### config.mk
export PLATFORM = sky130hd
export DESIGN_NAME = input_deserializer_n
export DESIGN_NICKNAME = d
export VERILOG_FILES = /design/src/rtl/input_deserializer_n.sv
export SDC_FILE = /design/constraint.sdc
export NUM_CORES = 1
export LEC_CHECK = 0
export ABC_CLOCK_PERIOD_IN_PS = 1390
export BUFFER_PORTS_ARGS = -buffer_cell sky130_fd_sc_hd__clkbuf_2
export CORE_MARGIN = 5
export CORE_UTILIZATION = 30
export DETAILED_ROUTE_END_ITERATION = 16
export HOLD_SLACK_MARGIN = 0.08
export PLACE_DENSITY = 0.51
export SLEW_MARGIN = 10
export SYNTH_ARGS = -nofsm -noshare
export SYNTH_HDL_FRONTEND = slang
export SYNTH_SLANG_ARGS = --single-unit
### constraint.sdc
create_clock -name clock -period 1.39 [get_ports clock]
set_input_delay 0.3475 -clock clock [delete_from_list [all_inputs] [get_ports clock]]
set_output_delay 0.3475 -clock clock [all_outputs]
set_load 0.005 [all_outputs]
### src/rtl/input_deserializer_n.sv
// Multi-channel serial-to-parallel deserializer with shared bit counter and bit-slip alignment.
// Optional INPUT_DESER_SYNC_EN adds a 2-flop synchroniser on in[] and bitslip.
module input_deserializer_n #(
    parameter int WIDTH     = 16,
    parameter int CHANNELS  = 1,
    parameter int LSB_FIRST = 1
) (
    input  logic                      clock,
    input  logic                      reset,
    input  logic                      enable,
    input  logic                      bitslip,
    input  logic [CHANNELS-1:0]       in,
    output logic [CHANNELS*WIDTH-1:0] data,
    output logic                      valid,
    output logic                      slip_busy
);

    localparam int CW = $clog2(WIDTH);
    localparam logic [CW-1:0] LAST_CNT = CW'(WIDTH - 1);

    logic [CHANNELS-1:0] in_s;
    logic                bitslip_s;

`ifdef INPUT_DESER_SYNC_EN
    logic [CHANNELS-1:0] in_meta_r;
    logic [CHANNELS-1:0] in_sync_r;
    logic                bitslip_meta_r;
    logic                bitslip_sync_r;

    // Two-stage synchroniser for asynchronous pad inputs.
    always_ff @(posedge clock) begin
        if (!reset) begin
            in_meta_r      <= '0;
            in_sync_r      <= '0;
            bitslip_meta_r <= 1'b0;
            bitslip_sync_r <= 1'b0;
        end else begin
            in_meta_r      <= in;
            in_sync_r      <= in_meta_r;
            bitslip_meta_r <= bitslip;
            bitslip_sync_r <= bitslip_meta_r;
        end
    end

    assign in_s      = in_sync_r;
    assign bitslip_s = bitslip_sync_r;
`else
    assign in_s      = in;
    assign bitslip_s = bitslip;
`endif

    logic [WIDTH-1:0]    shift_r     [CHANNELS];
    logic [WIDTH-1:0]    shift_nxt_s [CHANNELS];
    logic [CW-1:0]       cnt_r;
    logic [CW-1:0]       cnt_nxt_s;
    logic                bitslip_q_r;
    logic                slip_busy_r;
    logic                slip_busy_nxt_s;
    logic                valid_r;
    logic [CHANNELS*WIDTH-1:0] data_r;
    logic                rise_s;
    logic                shift_en_s;
    logic                complete_s;

    assign rise_s = bitslip_s & ~bitslip_q_r;

    // Candidate shift-register contents with this cycle's bit inserted.
    always_comb begin
        for (int c = 0; c < CHANNELS; c++) begin
            if (LSB_FIRST != 0) begin
                shift_nxt_s[c] = {in_s[c], shift_r[c][WIDTH-1:1]};
            end else begin
                shift_nxt_s[c] = {shift_r[c][WIDTH-2:0], in_s[c]};
            end
        end
    end

    // Counter / slip control: a pending slip consumes one enabled sample without shifting.
    always_comb begin
        cnt_nxt_s       = cnt_r;
        slip_busy_nxt_s = slip_busy_r;
        shift_en_s      = 1'b0;
        complete_s      = 1'b0;
        if (enable && slip_busy_r) begin
            slip_busy_nxt_s = 1'b0;
        end else if (enable) begin
            shift_en_s = 1'b1;
            if (cnt_r == LAST_CNT) begin
                cnt_nxt_s  = '0;
                complete_s = 1'b1;
            end else begin
                cnt_nxt_s = cnt_r + CW'(1);
            end
        end else begin
            cnt_nxt_s = cnt_r;
        end
        // An edge arriving while a slip is pending is dropped, never queued.
        if (rise_s && !slip_busy_r) begin
            slip_busy_nxt_s = 1'b1;
        end else begin
            slip_busy_nxt_s = slip_busy_nxt_s;
        end
    end

    // State and registered outputs.
    always_ff @(posedge clock) begin
        if (!reset) begin
            cnt_r       <= '0;
            bitslip_q_r <= 1'b0;
            slip_busy_r <= 1'b0;
            valid_r     <= 1'b0;
            data_r      <= '0;
            for (int c = 0; c < CHANNELS; c++) begin
                shift_r[c] <= '0;
            end
        end else begin
            cnt_r       <= cnt_nxt_s;
            bitslip_q_r <= bitslip_s;
            slip_busy_r <= slip_busy_nxt_s;
            valid_r     <= complete_s;
            for (int c = 0; c < CHANNELS; c++) begin
                if (shift_en_s) begin
                    shift_r[c] <= shift_nxt_s[c];
                end else begin
                    shift_r[c] <= shift_r[c];
                end
                if (complete_s) begin
                    data_r[c*WIDTH +: WIDTH] <= shift_nxt_s[c];
                end else begin
                    data_r[c*WIDTH +: WIDTH] <= data_r[c*WIDTH +: WIDTH];
                end
            end
        end
    end

    assign data      = data_r;
    assign valid     = valid_r;
    assign slip_busy = slip_busy_r;

endmodule

==> results by group, run 1 <==
Timing
  • Slew at the pin closest to its max-slew limit: 0.224 ns
  • Final-report max-slew violation count: 0
  • Setup_tns: 0 ns
  • Relative slew slack: 85.1%
  • Final setup fails: 0
  • Fmax: 747 MHz
  • Fin. Hold Viols: 0
  • Min Tclk post-route: 1.34 ns
  • Period utilization: 96.3%
  • Fin Clk Skew: 0.00792 ns
  • Unrepaired setup endpoints after global routing: no

Die
  • Core area: 0.00444 mm²
  • Initial Utilization: 31.4%
  • Die height: 78.2 µm
  • Ports: 23
  • Width of the die: 78.2 µm
  • Rows: 24
  • DIE AREA: 0.00612 mm²

Route
  • DRC Markers: 0
  • Vias per inst: 4.91
  • Initial drt markers: 63
  • Final ANT Viol Nets: 0
  • Routed via count: 962
  • Average wire per standard cell: 14.7 µm
  • Post-Route WL: 2.87 mm
  • DR pass1 iterations: 4

Hold path
  • Endpoint, Worst Hold: data[15]$_SDFFE_PN0P_
  • Hold path cells: 2
  • Hold/Removal Path Class: primary input to flop
  • Hold_sp: in

Worst setup path
  • Crit-path cells: ha_2 -> and3_1 -> a21oi_2 -> buf_4 -> a22o_1
  • Data required time at the worst endpoint: 1.57 ns
  • Worst flop-to-flop path startpoint: cnt_r[0]$_SDFFE_PN0P_
  • CP max-delay cell: dfxtp_2
  • CP max FO: 9
  • Reg2reg end: data[5]$_SDFFE_PN0P_
  • Critical Path Source Type: flop
  • Worst setup path class: flop to flop
  • CP arrival: 1.52 ns
  • Number of cells on the worst reg-to-reg path: 5
  • Crit path capture type: flop
  • Slowest Stage Delay on Critical Path: 0.35 ns
  • Flop2flop setup slack: 0.05 ns

Clocking
  • # clock sinks: 38
  • Cts-stage hold buffer count: 0
  • Clock slew at reported path FFs: 0.07 ns
  • Cts bufs inserted: 5
  • Post-CTS sizing: 0
  • Post-CTS Setup Inserts: 0
  • H-Tree Depth: 2
  • CTS tree: yes
  • Clock root cell: clkbuf_8
  • Worst skew pair latency: 0.29 ns
  • Clock buffer depth: 2

Power
  • Leak: 0.000763 µW
  • Power per Cell Area: 1240 mW/mm²
  • Peak supply drop: 0.400 mV
  • Power, Total: 2130 µW

Logic synthesis
  • EDFF count, synth: 15
  • Flops & latches, synth: 38
  • Mapped Nets: 114
  • Netlist cell types: 25
  • Netlist Area Pre-Place: 0.00140 mm²
  • Seq/Total Area, Yosys: 65.2%
  • Synth warnings: 0
  • Ys async rst share: 0%
  • Post-Syn Area per Cell: 12.9 µm²
  • Post-synthesis cell count: 108
  • Most used DFF post-synth: dfxtp_1

Final layout
  • Nets: 149
  • Antenna cells: 0
  • Final core area utilization: 38.7%
  • Layout cells sized above 1: 34.7%
  • Fill cells: 454
  • Commonest non-fill, non-tap cell in the layout: clkbuf_2
  • Commonest cells after routing, fill and taps aside: 22 x clkbuf_2, 21 x dfxtp_1, 16 x and3_1
  • Area growth syn-to-layout: 23.2%

GRT
  • Vias in the first global route: 978
  • Initial antenna violation count: 0
  • First-pass GRT wire length: 4.81 mm
  • Largest net degree at the start of global routing: 16
  • Total gr overflow: 0
  • GRT Util Overall: 10.2%

Place
  • DP HPWL: 2.00 mm
  • # port buffers: 22
  • RePlAce Congestion: 0.773

Status
  • Status: complete, no violations

Run
  • Maximum capacitance violations: 0
## metal layers
metal	track usage, %	routed length, µm	vias up
li1	-	-	470
met1	12.3	1270	469
met2	16.0	1450	19
met5	0	0	-
met4	4.72	46	0
met3	3.89	110	4
## through the flow
stage	setup slack [ns]	hold slack, ns	cell area (µm²)	instances
floorplan	0.0698	0.452	1400	108
global route	0.000414	0.259	1720	196
detailed placement	0.0256	0.467	1620	188
CTS	0.0122	0.269	1720	196
global placement	0.0710	0.462	1620	188
finish	0.0510	0.281	1720	196
## how the worst max path moves through the flow
| stage | startpoint | endpoint | slack, ns | cells after the start |
|---|---|---|---|---|
| floorplan | cnt_r[0]$_SDFFE_PN0P_ | cnt_r[3]$_SDFFE_PN0P_ | 0.07 | 5 |
| finish | cnt_r[0]$_SDFFE_PN0P_ | data[5]$_SDFFE_PN0P_ | 0.05 | 5 |
| CTS | cnt_r[0]$_SDFFE_PN0P_ | data[5]$_SDFFE_PN0P_ | 0.01 | 5 |
| detailed placement | cnt_r[0]$_SDFFE_PN0P_ | data[2]$_SDFFE_PN0P_ | 0.03 | 5 |
| global placement | cnt_r[0]$_SDFFE_PN0P_ | data[8]$_SDFFE_PN0P_ | 0.07 | 5 |
| global route | cnt_r[0]$_SDFFE_PN0P_ | data[5]$_SDFFE_PN0P_ | 0.0004 | 5 |
## critical path, delay by kind of cell (launching register included)
kind	cells	cell delay [ns]
buf+inv	1	0.17
flops	1	0.35
fa+ha+maj	1	0.19
compound gates	2	0.32
simple gates	1	0.21
## power breakdown
| group | switching [µW] | internal [µW] | total [µW] |
|---|---|---|---|
| sequential | 23.5 | 1200 | 1230 |
| clock | 386 | 399 | 784 |
| combinational | 67.1 | 47.9 | 115 |
| total | 476 | 1650 | 2130 |
## final cells by class
cell class / count / area [µm²] / share of cell area [%]
flip-flops and latches: 38 / 913 / 53.1
multi-input cells: 62 / 427 / 24.8
clock buffers: 6 / 82.6 / 4.80
repair buffers: 34 / 213 / 12.4
inverters: 2 / 7.51 / 0.436
clock inverters: 2 / 12.5 / 0.727
well taps: 52 / 65.1 / 3.78
## synthesized netlist by cell type (2+ instances only)
library cell	instances	area [µm²]
dfxtp_1	23	460
a22o_1	13	114
nand2_1	4	15.0
and3_1	16	100
buf_6	4	45.0
edfxtp_1	15	450
a21oi_1	6	30.0
or3_1	2	12.5
nand3_1	5	25.0
o21ai_0	4	20.0
nor2_1	2	7.51
## logic make-up (layout without fill, tap and decap cells)
family,after synthesis,count (layout),synth area share [%]
flops,38,38,65.2
xor+xnor,1,1,0.627
fa+ha+maj,1,1,0.896
simple gates,35,35,15.7
buf+inv,8,44,4.39
compound gates,25,25,13.2
## state kept, by name (all words and copies together) (netlist names)
signal,cells
data,16
shift_r,15
cnt_r,4
bitslip_q_r,1
slip_busy,1
valid,1
Note: power is estimated with default switching activity, not from simulation.
==> run 2, diff against run 1 <==
REMOVE_ABC_BUFFERS = 1   (was default)
==> run 2 against run 1 <==
Effect of this change:
- non-clock buffer count unchanged
- global-route usage rose by 0.11 points
- final area grew 2.1%
- first-iteration DRC count rose by 9.5%
- die area unchanged
- count of clock-buffer cells in the layout grew 1
- clock skew decreased by 0.0025 ns
- core utilization up 0.82 points
==> results by group, run 2 (synthesis gave the netlist of run 1 again) <==
Timing
  • Final setup fails: 0 (unchanged)
  • Relative slew slack: 85.2% (+0.17 points)
  • Min Tclk post-route: 1.32 ns (-0.0230 ns)
  • Slew at the pin closest to its max-slew limit: 0.221 ns (-0.00322 ns)
  • Fin Hold WS: 0.276 ns (-0.00532 ns)
  • Period utilization: 94.7% (-1.7 points)
  • Final-report max-slew violation count: 0 (unchanged)
  • Fmax: 760 MHz (+1.7%)
  • Fin Clk Skew: 0.00545 ns (-0.00247 ns)
  • Fin. Hold Viols: 0 (unchanged)
  • Unrepaired setup endpoints after global routing: no

Clocking
  • H-Tree Depth: 2 (unchanged)
  • Worst skew pair latency: 0.29 ns (about the same)
  • Clock buffer depth: 2 (unchanged)
  • Clock root cell: clkbuf_8
  • CTS tree: yes
  • Cts-stage hold buffer count: 0 (unchanged)
  • Clock slew at reported path FFs: 0.07 ns (about the same)
  • Cts bufs inserted: 5 (unchanged)
  • Post-CTS Setup Inserts: 0 (unchanged)
  • # clock sinks: 38 (unchanged)

Run
  • Maximum capacitance violations: 0 (unchanged)

Die
  • DIE AREA: 0.00612 mm² (unchanged)
  • Die height: 78.2 µm (unchanged)
  • Rows: 24 (unchanged)
  • Width of the die: 78.2 µm (unchanged)
  • Initial Utilization: 31.4% (unchanged)
  • Core area: 0.00444 mm² (unchanged)
  • Ports: 23 (unchanged)

Final layout
  • Max reg flops: 16 (unchanged)
  • Fill cells: 435 (-4.2%)
  • Final instance area: 0.00176 mm² (+2.1%)
  • Commonest cells after routing, fill and taps aside: 22 x clkbuf_2, 21 x dfxtp_1, 15 x and3_1, 15 x edfxtp_1, 13 x a22o_1
  • Nets: 149 (unchanged)
  • Commonest non-fill, non-tap cell in the layout: clkbuf_2
  • Cell Count, Final, Fillers Out: 196 (unchanged)
  • Area occupied by registers: 913 µm² (unchanged)
  • Layout cells sized above 1: 35.4% (+0.69 points)
  • Area growth syn-to-layout: 25.8%
  • Antenna cells: 0 (unchanged)
  • Multi-input logic area: 454 µm² (+6.5%)

Worst setup path
  • Data required time at the worst endpoint: 1.57 ns (about the same)
  • Worst setup path class: flop to flop
  • CP arrival: 1.50 ns (-0.02 ns)
  • CP bufs+invs: 1 (unchanged)
  • Critical Path Source Type: flop
  • CP max-delay cell: dfxtp_2
  • CP max FO: 9 (unchanged)
  • Slowest Stage Delay on Critical Path: 0.38 ns (+0.03 ns)
  • Crit path capture type: flop
  • Crit-path cells: ha_4 -> and3_4 -> a21oi_2 -> buf_4 -> a22o_1
  • Flop2flop setup slack: 0.07 ns (+0.02 ns)
  • Crit path max-delay family: flip-flops

GRT
  • Largest net degree at the start of global routing: 13 (-3)
  • First-pass GRT wire length: 4.85 mm (+0.85%)
  • Total gr overflow: 0 (unchanged)
  • GRT Util Overall: 10.3% (+0.11 points)
  • Initial antenna violation count: 0 (unchanged)
  • Vias in the first global route: 980 (+0.20%)

Power
  • Clock network power share: 37.6% (+0.7 points)
  • Peak supply drop: 0.651 mV (+63%)
  • Sequential share of power: 56.9% (-0.8 points)
  • Combinational power share: 5.5% (about the same)
  • Leak: 0.000769 µW (+0.81%)
  • Cell internal pwr: 1700 µW (+3.0%)
  • Sw Share: 21.4% (-0.98 points)
  • Power per Cell Area: 1230 mW/mm² (-0.34%)
  • Switching power: 464 µW (-2.7%)

Route
  • Final ANT Viol Nets: 0 (unchanged)
  • DR pass1 iterations: 4 (unchanged)
  • Routed via count: 975 (+1.4%)
  • Average wire per standard cell: 14.8 µm (+1.3%)
  • Initial drt markers: 69 (+9.5%)
  • Vias per inst: 4.97 (+1.4%)
  • DRC Markers: 0 (unchanged)
  • Post-Route WL: 2.91 mm (+1.3%)

Status
  • Status: complete, no violations

Hold path
  • Hold/Removal Path Class: primary input to flop

Place
  • RePlAce Congestion: 0.769 (-0.44%)
  • Inst Count DP: 188 (unchanged)
  • DP HPWL: 2.13 mm (+6.5%)
  • # port buffers: 22 (unchanged)
  • Post-DP Area: 0.00162 mm² (unchanged)
[run 2: changes by cell type in the layout (fill, tap and decap cells not counted), sizes merged]
cell	previous run	this run
clkbuf	28	29
clkinvlp	1	0
[run 2: worst paths after layout]
| kind | from | end | cells past startpoint |
|---|---|---|---|
| max | cnt_r[0]$_SDFFE_PN0P_ | data[2]$_SDFFE_PN0P_ | 5 |
| min | bitslip | bitslip_q_r$_SDFF_PN0_ | 2 |
| max reg2reg | cnt_r[0]$_SDFFE_PN0P_ | data[2]$_SDFFE_PN0P_ | 5 |
| min reg2reg | data[9]$_SDFFE_PN0P_ | data[9]$_SDFFE_PN0P_ | 1 |
[run 2: stage by stage]
step / util [%] / power, µW / worst slack (ns) / TNS [ns]
global placement: 36.5 / 1360 / 0.0821 / 0
CTS: 38.8 / 2180 / 0.0115 / 0
floorplan: - / 1300 / -0.00565 / -0.00565
global route: 39.5 / 2240 / 0.0232 / 0
finish: 39.5 / 2160 / 0.0739 / 0
detailed placement: 36.5 / 1370 / 0.00820 / 0
[run 2: power by group through the flow]
| stage | Sequential [µW] | Clock, µW | Combinational, µW |
|---|---|---|---|
| 6_report | 1230 | 814 | 119 |
| 5_1_grt | 1240 | 872 | 131 |
| 4_1_cts | 1230 | 831 | 118 |
| 3_5_place_dp | 1250 | 0 | 117 |
| 3_3_place_gp | 1250 | 0 | 112 |
| 2_1_floorplan | 1240 | 0 | 57.3 |
[run 2: routing by layer]
layer | vias up | share of wire [%] | track usage, %
met4 | 0 | 2.5 | 6.12
met3 | 8 | 4.2 | 3.66
met2 | 18 | 48 | 16.0
li1 | 472 | - | -
met5 | - | 0 | 0
met1 | 477 | 46 | 12.1
[run 2: cell type report]
class	instances	area share, %
sequential	38	52.0
clock buffer	7	5.48
multi-input combinational	62	25.9
tap	52	3.70
inverter	2	0.427
clock inverter	1	0.214
timing repair buffer	34	12.3
[run 2: worst register-to-register path, stage by stage, from the launching register on]
cell and delay [ns]:
dfxtp_2 0.38, ha_4 0.17, and3_4 0.20, a21oi_2 0.06, buf_4 0.17, a22o_1 0.23
[run 2: what timing repair did]
action / CTS / global route
resized for setup: 1 / 7
pin swaps: 0 / 1
setup endpoints to repair: 1 / 13
==> run 3, diff against run 2 <==
ABC_AREA = 1   (was default)
PLACE_DENSITY = 0.5   (was 0.51)
==> run 3 against run 2 <==
Effect of this change:
- die area up 10%
- final area up 6.8%
- largest cell class unchanged
- worst hold slack worse by 0.012 ns
- global-route usage down 1.7 points
==> results by group, run 3 <==
Power
  • Sequential share of power: 53.4% (-3.5 points)
  • Cell internal pwr: 1830 µW (+7.5%)
  • Leak: 0.000841 µW (+9.4%)
  • Sw Share: 21.0% (-0.45 points)
  • Power per Cell Area: 1230 mW/mm² (about the same)
  • Clock network power share: 41.7% (+4.1 points)
  • Combinational power share: 4.9% (-0.6 points)
  • Switching power: 485 µW (+4.6%)
  • Peak supply drop: 0.647 mV (-0.68%)

Final layout
  • Commonest non-fill, non-tap cell in the layout: nand2_2
  • Nets: 193 (+30%)
  • Area growth syn-to-layout: 20.2%
  • Antenna cells: 0 (unchanged)
  • Max reg flops: 16 (unchanged)
  • Commonest cells after routing, fill and taps aside: 30 x nand2_2, 27 x nand2_1, 22 x clkbuf_2
  • Layout cells sized above 1: 38.3% (+2.9 points)

GRT
  • Largest net degree at the start of global routing: 17 (+4)
  • Initial antenna violation count: 0 (unchanged)
  • Total gr overflow: 0 (unchanged)
  • First-pass GRT wire length: 4.31 mm (-11%)
  • GRT Util Overall: 8.60% (-1.7 points)
  • Vias in the first global route: 937 (-4.4%)

Worst setup path
  • Slowest Stage Delay on Critical Path: 0.38 ns (about the same)
  • Data required time at the worst endpoint: 1.58 ns (about the same)
  • Number of cells on the worst reg-to-reg path: 6 (+1)
  • Worst setup path class: flop to flop
  • Crit path capture type: flop
  • CP max-delay cell: dfxtp_2
  • CP arrival: 1.45 ns (-0.05 ns)
  • Flop2flop setup slack: 0.12 ns (+0.05 ns)
  • CP max FO: 7 (-2)
  • Crit path max-delay family: simple AND/OR/NAND/NOR gates
  • Crit-path cells: ha_4 -> nand3_4 -> nor2_4 -> nor2_4 -> nand2_2 -> nand2_2
  • Reg2reg end: data[8]$_SDFFE_PN0P_
  • Worst flop-to-flop path startpoint: cnt_r[0]$_SDFFE_PN0P_
  • CP bufs+invs: 0 (-1)
  • Critical Path Source Type: flop

Logic synthesis
  • Post-synth top area cell: dfxtp_1
  • Synth top area share: 29.5% (-3.5 points)
  • Synth Area in Compound Gates: 2.08% (-11 points)
  • Synth Area in Adders: 0.801% (-0.095 points)
  • Seq/Total Area, Yosys: 58.3% (-6.9 points)
  • Area contributors post-synth: dfxtp_1 29%, edfxtp_1 29%, nand2_2 12%, nand2_1 6.5%, inv_1 5.0%
  • Post-Syn Area per Cell: 9.88 µm² (-24%)
  • Netlist Area Pre-Place: 0.00156 mm² (+12%)
  • Top cells by count, synth: 30 x nand2_2, 27 x nand2_1, 23 x dfxtp_1
  • Ys async rst share: 0% (unchanged)
  • Flops & latches, synth: 38 (unchanged)
  • Synth warnings: 0 (unchanged)
  • Most used DFF post-synth: dfxtp_1
  • Simple-Gate Fraction of Synth Area: 30.9% (+15 points)
  • Post-synthesis cell count: 158 (+46%)
  • Largest family of logic cells by synthesized area: simple AND/OR/NAND/NOR gates
  • Multiplexer share of the synthesized area: 0% (unchanged)
  • Synth Area in XOR/XNOR: 0% (-0.63 points)
  • EDFF count, synth: 15 (unchanged)
  • Most numerous cell in the Yosys netlist: nand2_2
  • Netlist cell types: 21 (-16%)

Route
  • Routed via count: 1022 (+4.8%)
  • Average wire per standard cell: 10.2 µm (-31%)
  • Initial drt markers: 29 (-58%)
  • Post-Route WL: 2.62 mm (-9.8%)
  • DRC Markers: 0 (unchanged)
  • DR pass1 iterations: 4 (unchanged)
  • Vias per inst: 3.96 (-20%)
  • Final ANT Viol Nets: 0 (unchanged)

Die
  • Die height: 82.1 µm (+5.0%)
  • Core area: 0.00507 mm² (+14%)
  • Initial Utilization: 30.8% (-0.65 points)
  • DIE AREA: 0.00675 mm² (+10%)
  • Width of the die: 82.1 µm (+5.0%)
  • Rows: 26 (+8.3%)
  • Ports: 23 (unchanged)

Clocking
  • Clock slew at reported path FFs: 0.07 ns (about the same)
  • Clock root cell: clkbuf_8
  • Post-CTS sizing: 0 (-1)
  • Worst skew pair latency: 0.29 ns (about the same)
  • Clock buffer depth: 2 (unchanged)
  • CTS tree: yes
  • Cts-stage hold buffer count: 0 (unchanged)
  • Cts bufs inserted: 5 (unchanged)
  • # clock sinks: 38 (unchanged)
  • Post-CTS Setup Inserts: 0 (unchanged)
  • H-Tree Depth: 2 (unchanged)

Timing
  • Relative slew slack: 79.4% (-5.9 points)
  • Slew at the pin closest to its max-slew limit: 0.310 ns (+0.0890 ns)
  • Fin. Hold Viols: 0 (unchanged)
  • Final setup fails: 0 (unchanged)
  • Final worst slack: 0.125 ns (+0.0506 ns)
  • Unrepaired setup endpoints after global routing: no
  • Fin Clk Skew: 0.0120 ns (+0.00656 ns)
  • Final-report max-slew violation count: 0 (unchanged)
  • Min Tclk post-route: 1.27 ns (-0.0506 ns)
  • Fmax: 790 MHz (+4.0%)
  • Setup_tns: 0 ns (unchanged)
  • Period utilization: 91.0% (-3.6 points)

Hold path
  • Hold path cells: 3 (+1)
  • Hold_sp: bitslip
  • Hold/Removal Path Class: primary input to flop
  • Endpoint, Worst Hold: bitslip_q_r$_SDFF_PN0_

Place
  • DP HPWL: 1.70 mm (-20%)
  • # port buffers: 22 (unchanged)
  • RePlAce Congestion: 0.662 (-14%)
  • Pre-CTS setup slack: 0.0648 ns (+0.0566 ns)

Run
  • Maximum capacitance violations: 0 (unchanged)

Status
  • Status: complete, no violations
## run 3: changes by cell type after synthesis, sizes merged, moves of 2 or more
cell | before | now
a21oi | 7 | 2
inv | 2 | 22
buf | 5 | 3
nand2 | 4 | 58
or3 | 2 | 0
and3 | 16 | 0
a22o | 13 | 0
nor2 | 2 | 24
## run 3: final cells by class
type	count	area (µm²)
Clock inverter	1	30.0
Fill cell	532	3200
Timing Repair Buffer	24	125
Multi-Input combinational cell	96	552
Sequential cell	38	913
Inverter	22	82.6
Tap cell	70	87.6
Clock buffer	7	86.3
## run 3: worst register-to-register path, delay by kind of cell (launching register included)
family | cells | cell delay (ns)
simple gates | 5 | 0.64
flops | 1 | 0.38
fa+ha+maj | 1 | 0.17
## run 3: power by group through the flow
stage	combinational (µW)	clock, µW	sequential [µW]
4_1_cts	114	1000	1230
5_1_grt	133	1050	1240
3_5_place_dp	113	0	1260
2_1_floorplan	74.9	0	1250
6_report	114	964	1230
3_3_place_gp	116	0	1250
## run 3: how the worst max path moves through the flow
stage | from | endpoint | slack, ns | depth (start not counted)
after floorplan | slip_busy$_SDFFE_PN0P_ | shift_r[0][10]$_SDFFCE_PN0P_ | 0.11 | 3
after global placement | enable | data[3]$_SDFFE_PN0P_ | 0.06 | 7
after detailed placement | enable | data[3]$_SDFFE_PN0P_ | 0.06 | 7
after CTS | cnt_r[1]$_SDFFE_PN0P_ | data[3]$_SDFFE_PN0P_ | 0.06 | 5
after global routing | cnt_r[0]$_SDFFE_PN0P_ | data[13]$_SDFFE_PN0P_ | 0.01 | 6
final | cnt_r[0]$_SDFFE_PN0P_ | data[8]$_SDFFE_PN0P_ | 0.12 | 6
## run 3: layer usage
metal	routed length (µm)	up-vias	track usage (%)
li1	-	546	-
met1	1290	451	10.9
met2	1120	21	12.9
met3	176	4	3.25
met4	35	0	3.99
met5	0	-	0
## run 3: logic make-up after synthesis
kind of cell / after synthesis
flip-flops: 38
AND/OR/NAND/NOR: 88
adder cells (fa/ha/maj): 1
AO/OA/AOI/OAI: 6
buffers and inverters: 25
## run 3: stage by stage
step / instance area (µm²) / hold WS [ns] / utilization [%] / instances / power, µW
global placement: 1730 / 0.436 / 34.2 / 249 / 1370
CTS: 1850 / 0.254 / 36.5 / 257 / 2350
floorplan: 1520 / 0.441 / - / 155 / 1320
global route: 1880 / 0.274 / 37.0 / 258 / 2420
detailed placement: 1730 / 0.438 / 34.2 / 249 / 1370
finish: 1880 / 0.263 / 37.0 / 258 / 2310
